### config.mk
export PLATFORM = sky130hd
export DESIGN_NAME = cache_control
export DESIGN_NICKNAME = d
export VERILOG_FILES = /design/src/rtl/lc3b_types.sv /design/src/rtl/cache_control.sv
export SDC_FILE = /design/constraint.sdc
export NUM_CORES = 1
export LEC_CHECK = 0
export BUFFER_PORTS_ARGS = -buffer_cell sky130_fd_sc_hd__buf_2
export CAP_MARGIN = 20
export CORE_AREA = 2 2 39 41
export CTS_CLUSTER_DIAMETER = 60
export CTS_CLUSTER_SIZE = 28
export DETAILED_ROUTE_END_ITERATION = 8
export DIE_AREA = 0 0 41 43
export PLACE_DENSITY = 0.65
export SLEW_MARGIN = 20
export SYNTH_ARGS = -nofsm -noshare
export SYNTH_HDL_FRONTEND = slang
export SYNTH_SLANG_ARGS = --single-unit
### constraint.sdc
create_clock -name clk -period 3.1 [get_ports clk]
set_input_delay 0.465 -clock clk [delete_from_list [all_inputs] [get_ports clk]]
set_output_delay 0.465 -clock clk [all_outputs]
set_load 0.005 [all_outputs]
### src/rtl/lc3b_types.sv
// ============================================================================
// lc3b_types : shared L1 cache geometry types and controller state encoding
// Revision   : 1.0
// ============================================================================
`default_nettype none

package lc3b_types;

  localparam int C_TAG_W   = 9;
  localparam int C_INDEX_W = 3;
  localparam int C_LINE_W  = 128;

  typedef logic [C_TAG_W-1:0]   lc3b_tag;
  typedef logic [C_INDEX_W-1:0] lc3b_c_index;
  typedef logic [C_LINE_W-1:0]  lc3b_c_line;

  typedef enum logic [1:0] {
    S_IDLE      = 2'd0,
    S_WRITEBACK = 2'd1,
    S_ALLOCATE  = 2'd2
  } cache_state_t;

endpackage

`default_nettype wire

### src/rtl/cache_control.sv
// ============================================================================
// cache_control : sequencing FSM for the 2-way set-associative L1 cache
// Revision      : 1.0
// ============================================================================
`default_nettype none

module cache_control
  import lc3b_types::*;
(
  input  logic clk,
  input  logic reset,
  input  logic mem_read,
  input  logic mem_write,
  input  logic hit,
  input  logic way_hit,
  input  logic lru_out,
  input  logic valid0,
  input  logic valid1,
  input  logic dirty0,
  input  logic dirty1,
  input  logic pmem_resp,
  output logic mem_resp,
  output logic pmem_read,
  output logic pmem_write,
  output logic pmem_addr_sel,
  output logic way_sel,
  output logic load_data,
  output logic load_tag,
  output logic load_valid,
  output logic load_dirty,
  output logic load_lru,
  output logic dirty_in,
  output logic lru_in,
  output logic datain_sel
);

  cache_state_t state;
  cache_state_t state_next;
  logic         victim;
  logic         request;
  logic         victim_dirty;

  assign request      = mem_read | mem_write;
  assign victim_dirty = lru_out ? (valid1 & dirty1) : (valid0 & dirty0);

  // The victim is latched once at miss detection and held for the whole miss.
  always_ff @(posedge clk) begin
    if (reset) begin
      state  <= S_IDLE;
      victim <= 1'b0;
    end else begin
      state <= state_next;
      if (state == S_IDLE && request && !hit) begin
        victim <= lru_out;
      end
    end
  end

  always_comb begin
    state_next    = state;
    mem_resp      = 1'b0;
    pmem_read     = 1'b0;
    pmem_write    = 1'b0;
    pmem_addr_sel = 1'b0;
    way_sel       = 1'b0;
    load_data     = 1'b0;
    load_tag      = 1'b0;
    load_valid    = 1'b0;
    load_dirty    = 1'b0;
    load_lru      = 1'b0;
    dirty_in      = 1'b0;
    lru_in        = 1'b0;
    datain_sel    = 1'b0;

    // Outputs stay quiet during reset so no array write can slip through.
    if (!reset) begin
      unique case (state)
        S_IDLE: begin
          if (request) begin
            if (hit) begin
              mem_resp = 1'b1;
              load_lru = 1'b1;
              lru_in   = ~way_hit;
              if (mem_write) begin
                way_sel    = way_hit;
                load_data  = 1'b1;
                load_dirty = 1'b1;
                dirty_in   = 1'b1;
              end
            end else begin
              state_next = victim_dirty ? S_WRITEBACK : S_ALLOCATE;
            end
          end
        end
        S_WRITEBACK: begin
          pmem_write    = 1'b1;
          pmem_addr_sel = 1'b1;
          way_sel       = victim;
          if (pmem_resp) begin
            state_next = S_ALLOCATE;
          end
        end
        S_ALLOCATE: begin
          pmem_read = 1'b1;
          way_sel   = victim;
          if (pmem_resp) begin
            load_data  = 1'b1;
            datain_sel = 1'b1;
            load_tag   = 1'b1;
            load_valid = 1'b1;
            load_dirty = 1'b1;
            state_next = S_IDLE;
          end
        end
        default: state_next = S_IDLE;
      endcase
    end
  end

endmodule

`default_nettype wire

* Yosys cells after proc, flatten, opt, wreduce, memory -nomap -nowiden
Cells that the tools add are included.
** Cells by class
- Bitwise logic cells :: 4
- Mux-type cells :: 34
- Eq/ne operators :: 6
- Reduce and logical (&&, ||, !) cells :: 6
** Operator list (number)
- $mux W1 :: 26
- $mux W2 :: 5
- $ne A2 B2 Y1 const B :: 4
- $pmux W2 S3 :: 1
- $pmux W1 S2 :: 2
- $reduce_and A4 Y1 :: 1
- $and A1 B1 Y1 :: 2
- $eq A2 B1 Y1 const B :: 1
- $eq A2 B2 Y1 const B :: 1
- $logic_and A1 B1 Y1 :: 2
- $logic_not A2 Y1 :: 1
- $reduce_or A2 Y1 :: 1
- $logic_not A1 Y1 :: 1
- $not A1 Y1 :: 1
- $or A1 B1 Y1 :: 1
** Word-level totals
- Output and inout bits :: 13
- Logic and storage cells :: 52
- Register bits :: 3
- Input bits :: 12

* Depth between registers and ports, before layout
Gate-level depths: netlist of the first run.
- Depth after elaboration :: 6
- Gate-level depth with buffers :: 8
- Depth with buffers taken out :: 6

* Worst setup path before layout of the first run
OpenSTA, ideal clock, no wires.
- Kind :: register -> output
- From :: register state[0]
- To :: output load_dirty
- Path buffers :: 2
- Arrival time :: 1382 ps
- Stages on the path, launching flop included :: 9
- Data required time :: 2635 ps
- Path slack :: 1253 ps
- Path through :: dfxtp_1 -> inv_1 -> ha_1 -> buf_2 -> nand2_1 -> nor2_1 -> and2_1 -> or2_1 -> buf_4
** Between the ends
- Longest elaborated chain between the ends :: 3
** RTL lines
- start: declaration :: line cache_control.sv:37 : cache_state_t state;
- start signal: assignment :: line cache_control.sv:52 : state <= state_next;
- $eq A2 B2 Y1 or $logic_not A2 Y1 (tied branches)
- $pmux W1 S2 *
- $mux W1 *
- end: declaration :: line cache_control.sv:30 : output logic load_dirty,
Every way passes the cells marked *; elsewhere a longest branch is shown, timed or not.

* Final worst setup path of the first run
- From :: register state[0]
- To :: output load_data
** Between the ends
- Longest elaborated chain between the ends :: 3
** RTL lines
- $eq A2 B2 Y1 or $logic_not A2 Y1 (tied branches) :: line cache_control.sv:77 : unique case (state)
- $pmux W1 S2 * :: line cache_control.sv:77
- $mux W1 * :: line cache_control.sv:76 : if (!reset) begin
- end: declaration :: line cache_control.sv:27 : output logic load_data,
Marked as above.

==> results by group, run 1 <==
Finish
  • Number of diodes: 0
  • Most frequent cells in the layout: buf_2 (24), nand2_1 (6), ha_1 (4)
  • Leading cell type in the layout, fill and taps excluded: buf_2
  • Area growth syn-to-layout: 35.36%
  • Layout cells sized above 1: 44.93%
  • Nets: 86

Worst setup path
  • Crit path from: state[0]$_SDFFE_PP0P_
  • Crit start category: flop
  • Crit path required time: 2630 ps
  • FF-to-FF setup slack: 1730 ps
  • RR Endpoint: state[1]$_SDFFE_PP0P_
  • R2R depth: 6
  • Worst R2R Start: state[1]$_SDFFE_PP0P_
  • Setup crit end kind: output pin
  • Crit path kind: flop to output pin
  • Critical path fanouts, max: 8
  • Data arrival at the endpoint of the critical path: 1630 ps

Placement
  • Pre-CTS setup slack: 1252 ps
  • GPL Wtd Cong: 0.7993
  • Port bufs: 24
  • Post-DP HPWL: 630.9 µm

Timing
  • Final hold violation count: 0
  • Slew @ Worst Pin: 272.2 ps
  • Crit path time final: 2095 ps
  • Final WS setup: 1005 ps
  • RSZ-0062 raised after global routing: no
  • Max-slew violations: 0
  • Setup violations, final: 0
  • Rel. slew slack: 81.85%
  • FMAX: 477.2 MHz
  • Final period util: 67.59%
  • Skew final: 3.996 ps
  • Total negative slack: 0 ps

Pwr
  • Sw frac: 32.69%
  • Worst VDD drop: 0.1699 mV
  • Clock network power share: 38.4%
  • Comb pwr share: 36.7%
  • Net Sw Power: 0.00006130 W
  • Leak Pwr: 0.2574 nW
  • Pwr dens: 395.5 nW/µm²
  • Design Power: 0.0001875 W
  • Power share of the sequential group: 24.8%
  • Internal cell power: 0.0001262 W

Floorplan
  • IO Count: 25
  • Initial Util: 25.32%
  • Die Ht: 43 µm
  • Core Area: 1384 µm²
  • DIE AREA: 1763 µm²
  • DIE WIDTH: 41 µm
  • # rows: 14

Hold path
  • Hold Startpoint: victim$_SDFFE_PP0P_
  • Hold path depth: 2
  • Worst hold path class: flop to flop
  • WHS Endpoint: victim$_SDFFE_PP0P_

Detailed routing
  • Post-Route WL: 758 µm
  • Post-route DRC: 0
  • Initial drt markers: 1
  • Vias: 381
  • Vias per cell: 4.482
  • Routed Antenna Nets: 0
  • Avg WL per Cell: 8.918 µm
  • Pre-Repair DR Iteration Count: 3

Synth
  • Synth Instances: 47
  • Yosys Warn Count: 0
  • Post-Syn Area: 350.3 µm²
  • FF+latch count, synth: 3
  • Sequential area share after synthesis: 17.14%
  • Unique masters post-synth: 24
  • Avg Cell Area, Syn: 7.454 µm²
  • Syn_nets: 63

Clock tree
  • Deepest clock path buffer count: 2
  • Setup Buffers After CTS: 0
  • CTS root buf: clkbuf_4
  • Worst-path clk slew: 40 ps
  • Clock Sink Count: 3
  • CTS buffer count: 3
  • CTS tree: built
  • H-tree levels: 1
  • Post-cts sizing count: 0
  • Post-CTS Hold Fix Bufs: 0
  • Clk_lat worst skew: 240 ps

Global route
  • M1 GR Usage: 11.22%
  • Total GRT Usage: 10.43%
  • Most Used Layer, Global Route: met2
  • First-pass GRT wire length: 1.235 mm
  • Initial antenna violation count: 0
  • Vias in the first global route: 322
  • M3 GR Usage: 6.283%
  • Overflow left after global routing: 0
  • GRT met2 Usage: 15.94%
  • Largest net degree at the start of global routing: 9

Run
  • Max-cap viol count: 0

Run status
  • Outcome: finished, final reports clean
-- routing by layer --
layer	part of all wire, %	wire [µm]
met5	0	0
met4	2.1	16
met3	11	84
met2	45	344
met1	41	312
-- state kept, by name (all words and copies together), names as in the netlist --
name and flops:
state 2, victim 1
-- through the flow --
| stage | cells | util (%) | instance area (µm²) | hold slack (ps) |
|---|---|---|---|---|
| 5_1_grt | 85 | 34.27 | 474.2 | 496.3 |
| 4_1_cts | 85 | 34.27 | 474.2 | 463.9 |
| 6_report | 85 | 34.27 | 474.2 | 457.8 |
| 3_5_place_dp | 81 | 32.37 | 447.9 | 458.9 |
| 3_3_place_gp | 81 | 32.37 | 447.9 | 458.4 |
| 2_1_floorplan | 47 | - | 350.3 | 430.5 |
-- cell usage after synthesis --
library cell	number	area (µm²)
ha_1	4	50.05
nand3_1	2	10.01
inv_2	1	3.750
nor2b_1	3	18.77
nand3b_1	1	7.510
a31oi_1	1	6.260
nand2_1	6	22.52
nand2b_1	1	6.260
o21bai_1	1	7.510
a21oi_1	2	10.01
nand4_1	2	12.51
or2_1	1	6.260
nor3_2	1	10.01
nor2_1	2	7.510
and2_1	2	12.51
and3_4	1	11.26
buf_2	1	5.000
a211oi_1	1	7.510
o21ai_0	1	5.000
o21a_1	2	15.01
inv_1	2	7.510
o21ba_2	1	10.01
buf_4	5	37.54
dfxtp_1	3	60.06
-- kinds of logic after synthesis --
family,share of synthesized area [%]
AO/OA/AOI/OAI,17.50
adder cells (fa/ha/maj),14.29
buffers and inverters,15.36
flip-flops,17.14
AND/OR/NAND/NOR,35.72
-- layout make-up --
cell class,count,area (µm²)
clock buffer,4,26.28
timing repair buffer,24,120.1
sequential,3,60.06
tap,16,20.02
inverter,3,11.26
fill,160,909.6
multi-input combinational,35,236.5
-- how the worst max path moves through the flow --
stage                     depth (start not counted)  slack (ps)          to
final                                             7        1000   load_data
after CTS                                         7         980   load_data
after global routing                              7         860  load_dirty
after detailed placement                          7        1250   load_data
after floorplan                                   8        1250  load_dirty
after global placement                            7        1280   load_data
-- worst max-delay path, cell delays in order, from the launching register on --
cell and delay, ps:
dfxtp_1 360, inv_1 80, ha_1 300, nand2_1 90
nor2_1 50, and2_1 160, or2_1 230, buf_2 130
-- power by group through the flow --
stage	Sequential, W	Clock (W)	Combinational (W)
floorplan	0.0000464	0	0.0000505
global placement	0.0000472	0	0.0000686
detailed placement	0.0000475	0	0.0000695
CTS	0.0000468	0.0000765	0.0000699
global route	0.0000476	0.0000797	0.0000794
finish	0.0000466	0.0000721	0.0000689
Power figures use the tool's default switching activity.
==> run 2: changes to the inputs <==
- clock period: 3.1 -> 2 ns (I/O delays scaled with it)
==> results by group, run 2 (same netlist as run 1, synthesis figures left out) <==
Placement
  • Post-DP HPWL: 656.2 µm (+4.0%)
  • GPL Wtd Cong: 0.7811 (-2.3%)
  • Placed Area: 447.9 µm² (unchanged)
  • Port bufs: 24 (unchanged)
  • Pre-CTS setup slack: 289.0 ps (-963.3 ps)

Pwr
  • Leak Pwr: 0.2563 nW (-0.40%)
  • Pwr dens: 600.1 nW/µm² (+52%)
  • Worst VDD drop: 0.2603 mV (+53%)

Timing
  • Total negative slack: 0 ps (unchanged)
  • Slew @ Worst Pin: 183.3 ps (-88.88 ps)
  • FMAX: 538.6 MHz
  • Setup violations, final: 0 (unchanged)
  • Max-slew violations: 0 (unchanged)
  • Crit path time final: 1857 ps
  • Final WS setup: 143.2 ps (-861.5 ps)
  • RSZ-0062 raised after global routing: no
  • Rel. slew slack: 87.75% (+5.9 points)
  • Skew final: 0.7943 ps (-3.201 ps)
  • Final hold violation count: 0 (unchanged)
  • Final period util: 92.84%

Clock tree
  • Deepest clock path buffer count: 2 (unchanged)
  • Post-cts sizing count: 0 (unchanged)
  • Post-CTS Hold Fix Bufs: 0 (unchanged)
  • CTS root buf: clkbuf_4
  • Clk_lat worst skew: 230 ps (about the same)
  • Clock Sink Count: 3 (unchanged)
  • CTS buffer count: 3 (unchanged)
  • Worst-path clk slew: 40 ps (about the same)
  • Setup Buffers After CTS: 0 (unchanged)
  • H-tree levels: 1 (unchanged)
  • CTS tree: built

Detailed routing
  • Avg WL per Cell: 8.871 µm (-0.53%)
  • Vias: 374 (-1.8%)
  • Post-route DRC: 0 (unchanged)
  • Pre-Repair DR Iteration Count: 1 (-2)
  • Post-Route WL: 754 µm (-0.53%)
  • Initial drt markers: 0 (-1)
  • Vias per cell: 4.400 (-1.8%)
  • Routed Antenna Nets: 0 (unchanged)

Worst setup path
  • Critical path fanouts, max: 8 (unchanged)
  • Data arrival at the endpoint of the critical path: 1560 ps (-70 ps)
  • Crit path kind: flop to output pin
  • CP max stage delay: 380 ps (+20 ps)
  • Setup crit end kind: output pin
  • CP delay by family, top: simple AND/OR/NAND/NOR gates
  • Slowest CP cell: dfxtp_1
  • Crit start category: flop
  • Cell chain of the critical path: inv_1, ha_2, nand2_1, nor2_1, and2_1, or2_1, buf_2
  • Crit path required time: 1700 ps (-930 ps)
  • WP buf/inv: 2 (unchanged)

Finish
  • Nets: 86 (unchanged)
  • Seq. cell area: 60.06 µm² (unchanged)
  • Number of diodes: 0 (unchanged)
  • Leading cell type in the layout, fill and taps excluded: buf_2
  • # fillers: 158 (-1.3%)
  • Area growth syn-to-layout: 36.07%
  • Finished Cell Area: 476.7 µm² (+0.53%)
  • Top reg by flops: state
  • Layout cells sized above 1: 46.38% (+1.4 points)
  • Area of the multi-input gates: 239.0 µm² (+1.1%)
  • Max reg flops: 2 (unchanged)
  • Most frequent cells in the layout: buf_2 (24), nand2_1 (6)
  • Top Registers: state (2), victim (1)

Floorplan
  • DIE AREA: 1763 µm² (unchanged)
  • Core Area: 1384 µm² (unchanged)
  • Die Ht: 43 µm (unchanged)
  • # rows: 14 (unchanged)
  • DIE WIDTH: 41 µm (unchanged)
  • IO Count: 25 (unchanged)
  • Initial Util: 25.32% (unchanged)

Global route
  • First-pass GRT wire length: 1.235 mm (unchanged)
  • Vias in the first global route: 340 (+5.6%)
  • Total GRT Usage: 10.02% (-0.41 points)
  • Initial antenna violation count: 0 (unchanged)
  • Overflow left after global routing: 0 (unchanged)
  • Largest net degree at the start of global routing: 9 (unchanged)

Run status
  • Outcome: finished, final reports clean

Hold path
  • Worst hold path class: primary input to flop

Run
  • Max-cap viol count: 0 (unchanged)
-- run 2: layer usage --
| layer | vias up | share of wire (%) | GRT usage, % |
|---|---|---|---|
| li1 | 202 | - | - |
| met1 | 157 | 43 | 10.86 |
| met2 | 15 | 49 | 16.88 |
| met3 | 0 | 8.1 | 1.571 |
| met4 | 0 | 0 | 6.000 |
| met5 | - | 0 | 0 |
-- run 2: final timing paths --
| kind | from | end | slack (ps) | depth (start not counted) |
|---|---|---|---|---|
| min reg2reg | victim$_SDFFE_PP0P_ | victim$_SDFFE_PP0P_ | 460 | 2 |
| min | reset | victim$_SDFFE_PP0P_ | 340 | 2 |
| max | state[0]$_SDFFE_PP0P_ | load_dirty | 140 | 7 |
| max reg2reg | state[1]$_SDFFE_PP0P_ | state[1]$_SDFFE_PP0P_ | 600 | 6 |
-- run 2: stage by stage --
step           instances  util, %  total power (W)  hold slack [ps]
3_5_place_dp          81    32.37        0.0001824            459.7
2_1_floorplan         47        -        0.0001503            369.1
5_1_grt               85    34.45        0.0003119            347.9
4_1_cts               85    34.27        0.0002935            330.8
3_3_place_gp          81    32.37        0.0001792            458.8
6_report              85    34.45        0.0002861            335.5
-- run 2: cell type report --
class	instances	share of cell area [%]
Sequential cell	3	12.60
Multi-Input combinational cell	35	50.13
Timing Repair Buffer	24	25.20
Clock buffer	4	5.512
Inverter	3	2.362
Tap cell	16	4.199
-- run 2: power by group --
group          switching (W)   total, W  internal (W)
Sequential        0.00000607  0.0000727     0.0000667
Combinational      0.0000538   0.000110     0.0000557
Clock              0.0000292   0.000104     0.0000746
==> run 3: changes to the inputs <==
--- a/config.mk
+++ b/config.mk
@@ -14,3 +14,2 @@
 export DIE_AREA = 0 0 41 43
-export PLACE_DENSITY = 0.65
 export SLEW_MARGIN = 20
==> constraint.sdc (replaced) <==
create_clock -name clk -period 2 [get_ports clk]
set_input_delay 0.1 -clock clk [delete_from_list [all_inputs] [get_ports clk]]
set_output_delay 0.1 -clock clk [all_outputs]
set_load 0.005 [all_outputs]
==> results by group, run 3 (same netlist as run 1, synthesis figures left out) <==
Floorplan
  • Die Ht: 43 µm (unchanged)
  • # rows: 14 (unchanged)
  • DIE WIDTH: 41 µm (unchanged)
  • DIE AREA: 1763 µm² (unchanged)
  • Core Area: 1384 µm² (unchanged)
  • Initial Util: 25.32% (unchanged)
  • IO Count: 25 (unchanged)

Clock tree
  • CTS root buf: clkbuf_4
  • CTS tree: built
  • Deepest clock path buffer count: 2 (unchanged)
  • Clock Sink Count: 3 (unchanged)
  • Post-CTS Hold Fix Bufs: 0 (unchanged)
  • Post-cts sizing count: 0 (unchanged)
  • Clk_lat worst skew: 230 ps (about the same)
  • H-tree levels: 1 (unchanged)
  • CTS buffer count: 3 (unchanged)
  • Setup Buffers After CTS: 0 (unchanged)
  • Worst-path clk slew: 40 ps (about the same)

Worst setup path
  • Crit start category: flop
  • Critical path fanouts, max: 8 (unchanged)
  • RR Endpoint: state[1]$_SDFFE_PP0P_
  • FF-to-FF setup slack: 600 ps (about the same)
  • Data arrival at the endpoint of the critical path: 1630 ps (+70 ps)
  • Crit path required time: 1900 ps (+200 ps)
  • R2R depth: 6 (unchanged)
  • Worst R2R Start: state[1]$_SDFFE_PP0P_
  • Crit path kind: flop to output pin
  • Setup crit end kind: output pin

Placement
  • Port bufs: 24 (unchanged)
  • Pre-CTS setup slack: 505.4 ps (+216.4 ps)
  • GPL Wtd Cong: 0.7816 (about the same)
  • Post-DP HPWL: 647.6 µm (-1.3%)

Pwr
  • Design Power: 0.0002853 W (-0.28%)
  • Leak Pwr: 0.2574 nW (+0.40%)
  • Worst VDD drop: 0.4783 mV (+84%)
  • Pwr dens: 601.6 nW/µm² (+0.25%)

Global route
  • Largest net degree at the start of global routing: 9 (unchanged)
  • Total GRT Usage: 10.62% (+0.60 points)
  • Vias in the first global route: 352 (+3.5%)
  • First-pass GRT wire length: 1.317 mm (+6.6%)
  • Overflow left after global routing: 0 (unchanged)
  • Initial antenna violation count: 0 (unchanged)

Timing
  • RSZ-0062 raised after global routing: no
  • Final period util: 86.68% (-6.2 points)
  • Skew final: 3.593 ps (+2.799 ps)
  • Slew @ Worst Pin: 275.7 ps (+92.35 ps)
  • Final hold violation count: 0 (unchanged)
  • Total negative slack: 0 ps (unchanged)
  • Setup violations, final: 0 (unchanged)
  • Crit path time final: 1734 ps (-123.2 ps)
  • Rel. slew slack: 81.62% (-6.1 points)
  • Final WS setup: 266.4 ps (+123.2 ps)
  • Max-slew violations: 0 (unchanged)
  • FMAX: 576.8 MHz (+7.1%)

Detailed routing
  • Vias: 375 (+0.27%)
  • Met2 routed WL: 323 µm (-12%)
  • Post-route DRC: 0 (unchanged)
  • Initial drt markers: 2 (+2)
  • Top routing layer used: met3
  • Routed Antenna Nets: 0 (unchanged)
  • Pre-Repair DR Iteration Count: 4 (+3)
  • DR WL met3: 69 µm (+13%)
  • Vias per cell: 4.412 (+0.27%)
  • Post-Route WL: 764 µm (+1.3%)
  • Avg WL per Cell: 8.988 µm (+1.3%)
  • Metal-1 WL: 371 µm (+15%)

Hold path
  • Hold path depth: 2 (unchanged)
  • WHS Endpoint: state[1]$_SDFFE_PP0P_
  • Hold Startpoint: reset
  • Worst hold path class: primary input to flop

Finish
  • Layout cells sized above 1: 44.93% (-1.4 points)
  • Most frequent cells in the layout: buf_2 (24), nand2_1 (6), ha_1 (4)
  • Number of diodes: 0 (unchanged)
  • Final Util: 34.27% (-0.18 points)
  • Nets: 86 (unchanged)
  • Area growth syn-to-layout: 35.36%
  • Top reg by flops: state
  • Top Registers: state (2), victim (1)
  • Max reg flops: 2 (unchanged)
  • Leading cell type in the layout, fill and taps excluded: buf_2

Run status
  • Outcome: finished, final reports clean

Run
  • Max-cap viol count: 0 (unchanged)
## run 3: area by class of cell
cell class              instances  area (µm²)
fillers                       156       909.6
multi-input cells              35       236.5
repair buffers                 24       120.1
flip-flops and latches          3       60.06
clock buffers                   4       26.28
well taps                      16       20.02
inverters                       3       11.26
## run 3: worst max-delay path by stage
stage	endpoint	start	depth (start not counted)	slack, ps
after detailed placement	load_data	state[0]$_SDFFE_PP0P_	7	510
after global routing	load_data	state[1]$_SDFFE_PP0P_	7	120
after floorplan	load_dirty	state[0]$_SDFFE_PP0P_	8	520
final	load_data	state[0]$_SDFFE_PP0P_	7	270
after global placement	load_data	state[0]$_SDFFE_PP0P_	7	530
after CTS	load_data	state[0]$_SDFFE_PP0P_	7	260
## run 3: through the flow
stage | hold WS [ps] | std cells | cell area [µm²]
6_report | 133.0 | 85 | 474.2
5_1_grt | 148.9 | 85 | 474.2
4_1_cts | 127.8 | 85 | 474.2
3_5_place_dp | 373.7 | 81 | 447.9
3_3_place_gp | 374.9 | 81 | 447.9
2_1_floorplan | 169.1 | 47 | 350.3
## run 3: per-layer routing
layer / track usage [%] / vias to the layer above
li1: - / 200
met3: 6.283 / 0
met2: 16.56 / 18
met5: 0 / -
met4: 0 / 0
met1: 13.10 / 157
## run 3: critical path: stages, from the launching register on
cell     delay (ps)
dfxtp_1         380
inv_1            80
ha_1            300
nand2_1          90
nor2_1           50
and2_1          160
or2_1           220
buf_2           130
## run 3: power by group
part,switching (W),internal (W),leakage [nW],total [W]
Combinational,0.0000534,0.0000543,0.218,0.000108
Clock,0.0000301,0.0000747,0.0150,0.000105
Sequential,0.00000626,0.0000667,0.0246,0.0000729
Total,0.0000897,0.000196,0.257,0.000285
